===== config.mk =====
export PLATFORM = sky130hd
export DESIGN_NAME = dm_port_arbiter
export DESIGN_NICKNAME = d
export VERILOG_FILES = /design/src/rtl/dm_port_arbiter.sv
export SDC_FILE = /design/constraint.sdc
export NUM_CORES = 1
export LEC_CHECK = 0
export CAP_MARGIN = 40
export CORE_AREA = 2 2 154 156
export CTS_BUF_LIST = sky130_fd_sc_hd__clkbuf_2
export CTS_CLUSTER_DIAMETER = 80
export DETAILED_ROUTE_END_ITERATION = 12
export DIE_AREA = 0 0 156 158
export MAX_ROUTING_LAYER = met4
export PLACE_DENSITY = 0.68
export REMOVE_ABC_BUFFERS = 1
export SLEW_MARGIN = 5
export SYNTH_ARGS = -nofsm -noshare
export SYNTH_HDL_FRONTEND = slang
export SYNTH_SLANG_ARGS = --single-unit

===== constraint.sdc =====
create_clock -name clk -period 8.2 [get_ports clk]
set_input_delay 1.23 -clock clk [delete_from_list [all_inputs] [get_ports clk]]
set_output_delay 1.23 -clock clk [all_outputs]
set_load 0.03 [all_outputs]

===== src/rtl/dm_port_arbiter.sv =====
`default_nettype none
// ============================================================================
// Module      : dm_port_arbiter
// Description : Shares one data memory between two cores with independent
//               write and read arbitration channels. Defining
//               DM_ARB_FIXED_PRIORITY_EN makes core 0 win every tie.
// Revision    : 1.0 - initial release
// ============================================================================
module dm_port_arbiter #(
    parameter int ADDR_WIDTH = 8,
    parameter int DW         = 64,
    parameter int TW         = 2
) (
    input  logic                    clk,
    input  logic                    rst,
    // write requesters
    input  logic [1:0]              wr_req,
    input  logic [2*ADDR_WIDTH-1:0] wr_addr,
    input  logic [2*DW-1:0]         wr_data,
    input  logic [2*TW-1:0]         wr_type,
    output logic [1:0]              wr_ack,
    // read requesters
    input  logic [1:0]              rd_req,
    input  logic [2*ADDR_WIDTH-1:0] rd_addr,
    input  logic [2*TW-1:0]         rd_type,
    output logic [DW-1:0]           rd_data,
    output logic [1:0]              rd_ack,
    // memory write channel
    output logic [DW-1:0]           data_bus_wr,
    output logic [ADDR_WIDTH-1:0]   addr_wr,
    output logic [TW-1:0]           data_type_wr,
    output logic                    wr_ins,
    input  logic                    wr_idle,
    // memory read channel
    input  logic [DW-1:0]           data_bus_rd,
    output logic [ADDR_WIDTH-1:0]   addr_rd,
    output logic [TW-1:0]           data_type_rd,
    output logic                    rd_ins,
    input  logic                    rd_idle
);

    typedef enum logic [1:0] {
        ST_IDLE  = 2'd0,
        ST_ISSUE = 2'd1,
        ST_WAIT  = 2'd2,
        ST_ACK   = 2'd3
    } state_t;

    // ------------------------------------------------------------------
    // Write channel signals
    // ------------------------------------------------------------------
    state_t                  r_wr_state;
    state_t                  w_wr_state_nxt;
    logic                    r_wr_grant;
    logic                    w_wr_grant;
    logic                    w_wr_start;
    logic                    w_wr_ins;
    logic [1:0]              w_wr_ack;
    logic [DW-1:0]           r_data_bus_wr;
    logic [ADDR_WIDTH-1:0]   r_addr_wr;
    logic [TW-1:0]           r_data_type_wr;
    logic [DW-1:0]           w_wr_data_sel;
    logic [ADDR_WIDTH-1:0]   w_wr_addr_sel;
    logic [TW-1:0]           w_wr_type_sel;

    // ------------------------------------------------------------------
    // Read channel signals
    // ------------------------------------------------------------------
    state_t                  r_rd_state;
    state_t                  w_rd_state_nxt;
    logic                    r_rd_grant;
    logic                    w_rd_grant;
    logic                    w_rd_start;
    logic                    w_rd_ins;
    logic [1:0]              w_rd_ack;
    logic [DW-1:0]           r_rd_data;
    logic [ADDR_WIDTH-1:0]   r_addr_rd;
    logic [TW-1:0]           r_data_type_rd;
    logic [ADDR_WIDTH-1:0]   w_rd_addr_sel;
    logic [TW-1:0]           w_rd_type_sel;

    // ------------------------------------------------------------------
    // Grant selection
    // ------------------------------------------------------------------
`ifdef DM_ARB_FIXED_PRIORITY_EN
    // Core 0 wins any tie; core 1 is served only when core 0 is quiet.
    assign w_wr_grant = ~wr_req[0];
    assign w_rd_grant = ~rd_req[0];
`else
    logic r_wr_last;
    logic r_rd_last;

    // Round-robin pointer: the core served last loses the next tie.
    always_ff @(posedge clk or posedge rst) begin
        if (rst) begin
            r_wr_last <= 1'b1;
            r_rd_last <= 1'b1;
        end else begin
            if (r_wr_state == ST_ACK) begin
                r_wr_last <= r_wr_grant;
            end
            if (r_rd_state == ST_ACK) begin
                r_rd_last <= r_rd_grant;
            end
        end
    end

    assign w_wr_grant = (&wr_req) ? ~r_wr_last : wr_req[1];
    assign w_rd_grant = (&rd_req) ? ~r_rd_last : rd_req[1];
`endif

    assign w_wr_data_sel = w_wr_grant ? wr_data[2*DW-1:DW]                 : wr_data[DW-1:0];
    assign w_wr_addr_sel = w_wr_grant ? wr_addr[2*ADDR_WIDTH-1:ADDR_WIDTH] : wr_addr[ADDR_WIDTH-1:0];
    assign w_wr_type_sel = w_wr_grant ? wr_type[2*TW-1:TW]                 : wr_type[TW-1:0];
    assign w_rd_addr_sel = w_rd_grant ? rd_addr[2*ADDR_WIDTH-1:ADDR_WIDTH] : rd_addr[ADDR_WIDTH-1:0];
    assign w_rd_type_sel = w_rd_grant ? rd_type[2*TW-1:TW]                 : rd_type[TW-1:0];

    assign w_wr_start = (r_wr_state == ST_IDLE) && (|wr_req) && wr_idle;
    assign w_rd_start = (r_rd_state == ST_IDLE) && (|rd_req) && rd_idle;

    // ------------------------------------------------------------------
    // Write sequencer
    // ------------------------------------------------------------------
    always_ff @(posedge clk or posedge rst) begin
        if (rst) begin
            r_wr_state     <= ST_IDLE;
            r_wr_grant     <= 1'b0;
            r_data_bus_wr  <= '0;
            r_addr_wr      <= '0;
            r_data_type_wr <= '0;
        end else begin
            r_wr_state <= w_wr_state_nxt;
            if (w_wr_start) begin
                r_wr_grant     <= w_wr_grant;
                r_data_bus_wr  <= w_wr_data_sel;
                r_addr_wr      <= w_wr_addr_sel;
                r_data_type_wr <= w_wr_type_sel;
            end
        end
    end

    always_comb begin
        w_wr_state_nxt = r_wr_state;
        w_wr_ins       = 1'b0;
        w_wr_ack       = 2'b00;
        case (r_wr_state)
            ST_IDLE: begin
                if (w_wr_start) begin
                    w_wr_state_nxt = ST_ISSUE;
                end
            end
            ST_ISSUE: begin
                w_wr_ins       = 1'b1;
                w_wr_state_nxt = ST_WAIT;
            end
            ST_WAIT: begin
                if (wr_idle) begin
                    w_wr_state_nxt = ST_ACK;
                end
            end
            ST_ACK: begin
                w_wr_ack[r_wr_grant] = 1'b1;
                w_wr_state_nxt       = ST_IDLE;
            end
            default: begin
                w_wr_state_nxt = ST_IDLE;
            end
        endcase
    end

    // ------------------------------------------------------------------
    // Read sequencer
    // ------------------------------------------------------------------
    always_ff @(posedge clk or posedge rst) begin
        if (rst) begin
            r_rd_state     <= ST_IDLE;
            r_rd_grant     <= 1'b0;
            r_addr_rd      <= '0;
            r_data_type_rd <= '0;
            r_rd_data      <= '0;
        end else begin
            r_rd_state <= w_rd_state_nxt;
            if (w_rd_start) begin
                r_rd_grant     <= w_rd_grant;
                r_addr_rd      <= w_rd_addr_sel;
                r_data_type_rd <= w_rd_type_sel;
            end
            // Memory result is stable once the read channel reports idle.
            if ((r_rd_state == ST_WAIT) && rd_idle) begin
                r_rd_data <= data_bus_rd;
            end
        end
    end

    always_comb begin
        w_rd_state_nxt = r_rd_state;
        w_rd_ins       = 1'b0;
        w_rd_ack       = 2'b00;
        case (r_rd_state)
            ST_IDLE: begin
                if (w_rd_start) begin
                    w_rd_state_nxt = ST_ISSUE;
                end
            end
            ST_ISSUE: begin
                w_rd_ins       = 1'b1;
                w_rd_state_nxt = ST_WAIT;
            end
            ST_WAIT: begin
                if (rd_idle) begin
                    w_rd_state_nxt = ST_ACK;
                end
            end
            ST_ACK: begin
                w_rd_ack[r_rd_grant] = 1'b1;
                w_rd_state_nxt       = ST_IDLE;
            end
            default: begin
                w_rd_state_nxt = ST_IDLE;
            end
        endcase
    end

    // ------------------------------------------------------------------
    // Outputs
    // ------------------------------------------------------------------
    assign wr_ins       = w_wr_ins;
    assign wr_ack       = w_wr_ack;
    assign data_bus_wr  = r_data_bus_wr;
    assign addr_wr      = r_addr_wr;
    assign data_type_wr = r_data_type_wr;

    assign rd_ins       = w_rd_ins;
    assign rd_ack       = w_rd_ack;
    assign rd_data      = r_rd_data;
    assign addr_rd      = r_addr_rd;
    assign data_type_rd = r_data_type_rd;

endmodule
`default_nettype wire


== Word level (Yosys, flattened, before mapping) ==
Cells that the tools add are included.

* Muxes and demuxes: 21
* Shift operators: 0
* Multipliers: 0
* Magnitude comparators: 4
* Equality and inequality tests: 10
* Reductions and logical operators: 15
* Divide/modulo/power cells: 0
* $add $sub $neg: 0
* Bitwise logic cells: 2

{| class="wikitable"
|+ Operators with widths
! cell !! count
|-
| $mux 64 || 1
|-
| $mux 2 || 8
|-
| $mux 8 || 2
|-
| $pmux 2 s4 || 2
|-
| $eq 2x2->1 const B || 4
|-
| $ne 2x2->1 const B || 4
|-
| $reduce_and 2->1 || 4
|-
| $logic_and 1x1->1 || 7
|-
| $mux 1 || 6
|-
| $eq 2x1->1 const B || 2
|-
| $logic_not 2->1 || 2
|-
| $lt 1x2->1 const B || 2
|-
| $reduce_or 2->1 || 2
|-
| $demux 1 s1 || 2
|-
| $ge 1x1->1 const B || 2
|-
| $not 1->1 || 2
|}

* Bits in read-only memories: 0
* Word-level logic and storage cells: 64
* Bits in latches: 0
* Bits in writable memories: 0
* Output and inout port bits: 154
* Memories: 0
* Register bits after elaboration: 156

== Logic depth before layout (Yosys ltp) ==
* Depth after elaboration: 5
* Mapped depth: 7

== Least setup slack after synthesis ==
No wires, ideal clock.

* Kind: register -> output
* From: register r_wr_state[0]
* To: output wr_ack[0]
* Slack: 5.956 ns
* Arrival time: 1.014 ns
* Cell stages (with the launch flop): 3
* Required time: 6.970 ns
* Cells stage by stage: dfrtp_1 -> ha_1 -> nor2b_1

* Longest elaborated chain between the ends: 2

{| class="wikitable"
|+ RTL lines
! element !! line !! RTL
|-
| from (decl) || 52 || <nowiki>state_t r_wr_state;</nowiki>
|-
| from (signal assigned) || 132 || <nowiki>r_wr_state <= w_wr_state_nxt;</nowiki>
|-
| $eq 2x2->1 || 146 || <nowiki>case (r_wr_state)</nowiki>
|-
| $mux 2 || 146 ||
|-
| to (decl) || 21 || <nowiki>output logic [1:0] wr_ack,</nowiki>
|}

Every way passes these cells.

== Final worst setup path ==
* From: register r_wr_state[1]
* To: output wr_ack[0]

The elaborated chain is that of the path after synthesis.

==> impl_metrics.ini <==
[status]
status = completed

[cts]
post_cts_buffers = 0
cts_buffers = 17
root_buffer = clkbuf_2
clk_latency_ns = 0.71
cts_tree = done
post_cts_resized = 0
clkSlewWorstSetupHoldPaths_ns = 0.25
cts_max_level = 4
cts.sinks = 156
cts_buffer_depth = 2
holdBufCountCts = 0

[power_and_ir_drop]
power_mw = 4.432
power.density_mw_per_mm2 = 383.5
switching_share = 0.4446
leakage_nw = 4.679
intPower_mw = 2.461
ir_drop_uv = 182.6
seq_power_share = 0.308
clkPwrFrac = 0.114
power_switching_mw = 1.971
power_frac_comb = 0.578

[yosys]
syn_area_mm2 = 0.007202
yosys.area.top_type = dfrtp_1
syn_inst = 643
ys.flop_type = dfrtp_1
synthDistinctLibCells = 31
synthArstFlopShare = 1.000
ys_warn_count = 0
synth_seq_cells = 156
synth-simple-area-share = 0.1015
synth_compound_area_frac = 0.1802
yosysMostFrequentCell = dfrtp_1
synth_common_cells = dfrtp_1, a21oi_2, nand2_1
ys_top_cells_by_area = dfrtp_1, a21oi_2, mux2_2
synth-xor-area-share = 0
synth_edf_count = 0
netlist.area_leader.share = 0.5351
seq_area_frac_synth = 0.5424
synthAdderAreaFrac = 0.01390
synth_area_per_cell_um2 = 11.20
synth_top_family_by_area = compound AO/OA/AOI/OAI gates
muxShareOfSynthArea = 0.1063

[die]
core_region_area_mm2 = 0.02305
start_util = 0.3124
dieArea_mm2 = 0.02465
rows = 56
die_y_um = 158
io_pins = 394
die_w_um = 156

[critical_path]
cp-end-kind = output port
critPathKind = reg -> out
cp.arrival_ns = 2.17
path_max_fanout = 4
startpoint_type = flop
rrSetupSlack_ns = 5.86
required_ns = 6.97
r2r_start = r_wr_state[1]$_DFFE_PP0P_
reg2reg_to = data_bus_wr[26]$_DFFE_PP0P_
r2r_cells = 6

[sta]
worst_slew_pin_slew_ns = 0.7931
fin_crit_sh = 0.4142
report.final.slew_viol_count = 0
maxSlewHeadroom = 0.4713
min_period_ns = 3.396
hold_viol_final = 0
fmax_mhz = 294.4
setup_tns_ns = 0
finClkSkew_ns = 0.05061
rsz0062_at_grt = no
whs_ns = 0.5386
setup_viol_count_final = 0

[hold_path]
worstHoldStart = rd_data[43]$_DFFE_PP0P_
worstHoldPathType = reg -> reg
whs_path_depth = 1
min_to = rd_data[43]$_DFFE_PP0P_

[cells_and_area]
drive_gt1_frac = 0.2095
antenna-diode-count = 0
n_fill_cell = 2154
multiInputGateArea_mm2 = 0.002910
design_area_mm2 = 0.01156
nNetsFinal = 1271
seqCellArea_mm2 = 0.003906
area_growth_pct = 60.46

[global_routing]
grt_use_total = 0.1802
antenna_found_initial = 0
grt_pass1_vias = 6197
grt_pass1_wl_um = 33360
grt-ovfl-total = 0
grt_max_degree = 83

[drt]
drtAntennaViolNets = 0
first_iter_violations = 307
routed_via_density = 4.627
drc = 0
dr.pass1.iters = 6
avgRoutedWirePerCell_um = 16.93
drt-total-wl_um = 22440
vias = 6135

[job]
maxCapViolCount = 0

[place]
finalWeightedCongestion = 0.7863
port_buffers = 393
hpwl_um = 16190
placed_area_mm2 = 0.01127
==> area by class of cell <==
class / count / area share
Tap cell: 290 / 0.03140
Sequential cell: 156 / 0.3380
Timing Repair Buffer: 403 / 0.3515
Inverter: 7 / 0.002707
Clock buffer: 17 / 0.007362
Clock inverter: 15 / 0.01722
Multi-Input combinational cell: 438 / 0.2518
==> worst max-delay path, cell delays in order, from the launching register on <==
cell and delay (ns):
dfrtp_1 0.45, ha_1 0.20, nor2b_1 0.13, clkdlybuf4s50_1 0.71
==> routing by layer <==
| metal | GRT usage | share of wire | vias to the layer above |
|---|---|---|---|
| li1 | - | - | 2936 |
| met5 | - | 0 | - |
| met4 | 0.05024 | 0.016 | 0 |
| met2 | 0.3017 | 0.49 | 269 |
| met3 | 0.05694 | 0.088 | 19 |
| met1 | 0.2098 | 0.41 | 2911 |
==> worst max-delay path by stage <==
stage / startpoint / to / slack, ns / depth (start not counted)
after global routing: r_rd_state[1]$_DFFE_PP0P_ / rd_ack[0] / 4.61 / 3
final: r_wr_state[1]$_DFFE_PP0P_ / wr_ack[0] / 4.80 / 3
after floorplan: rst / addr_rd[0]$_DFFE_PP0P_ / 2.77 / 1
after CTS: r_rd_state[0]$_DFFE_PP0P_ / rd_ack[0] / 4.68 / 3
after detailed placement: wr_req[1] / data_bus_wr[48]$_DFFE_PP0P_ / 4.72 / 6
after global placement: wr_req[1] / data_bus_wr[55]$_DFFE_PP0P_ / 4.55 / 5
==> state kept, by name, indices dropped and copies added, names as in the netlist, 2 cells and up <==
register,cells
r_wr_state,2
addr_rd,8
addr_wr,8
data_type_rd,2
data_type_wr,2
rd_data,64
data_bus_wr,64
r_rd_state,2
==> stage by stage <==
stage / setup WS (ns) / utilization / instances
6_report: 4.804 / 0.5013 / 1326
5_1_grt: 4.613 / 0.5013 / 1326
4_1_cts: 4.676 / 0.5013 / 1326
3_5_place_dp: 4.718 / 0.4890 / 1294
3_3_place_gp: 4.553 / 0.4857 / 1291
2_1_floorplan: 2.767 / - / 601
==> kinds of logic after synthesis <==
logic type,Yosys count
mux,68
flops,156
compound gates,173
simple gates,189
buf+inv,49
fa+ha+maj,8
==> power groups by stage <==
stage                     clock network (mW)  registers, mW  logic (mW)
final                                  0.506           1.37        2.56
after CTS                              0.530           1.37        2.59
after floorplan                            0           2.11       0.746
after global routing                   0.566           1.42        2.72
after detailed placement                   0           1.39        2.59
after global placement                     0           1.37        2.56
==> cells in the final DEF, fill, tap and decap left out, types with 3 or more instances in the layout <==
| cell type | n |
|---|---|
| mux2_2 | 67 |
| dfrtp_1 | 154 |
| nor2_1 | 87 |
| nand2_1 | 94 |
| clkdlybuf4s50_1 | 393 |
| ha_1 | 8 |
| inv_6 | 7 |
| nor2b_1 | 3 |
| a21oi_1 | 50 |
| clkbuf_2 | 17 |
| inv_1 | 6 |
| bufinv_16 | 3 |
| a31oi_1 | 10 |
| buf_4 | 7 |
| o21ai_0 | 4 |
| a21oi_2 | 100 |
(Power assumes the default switching activity.)
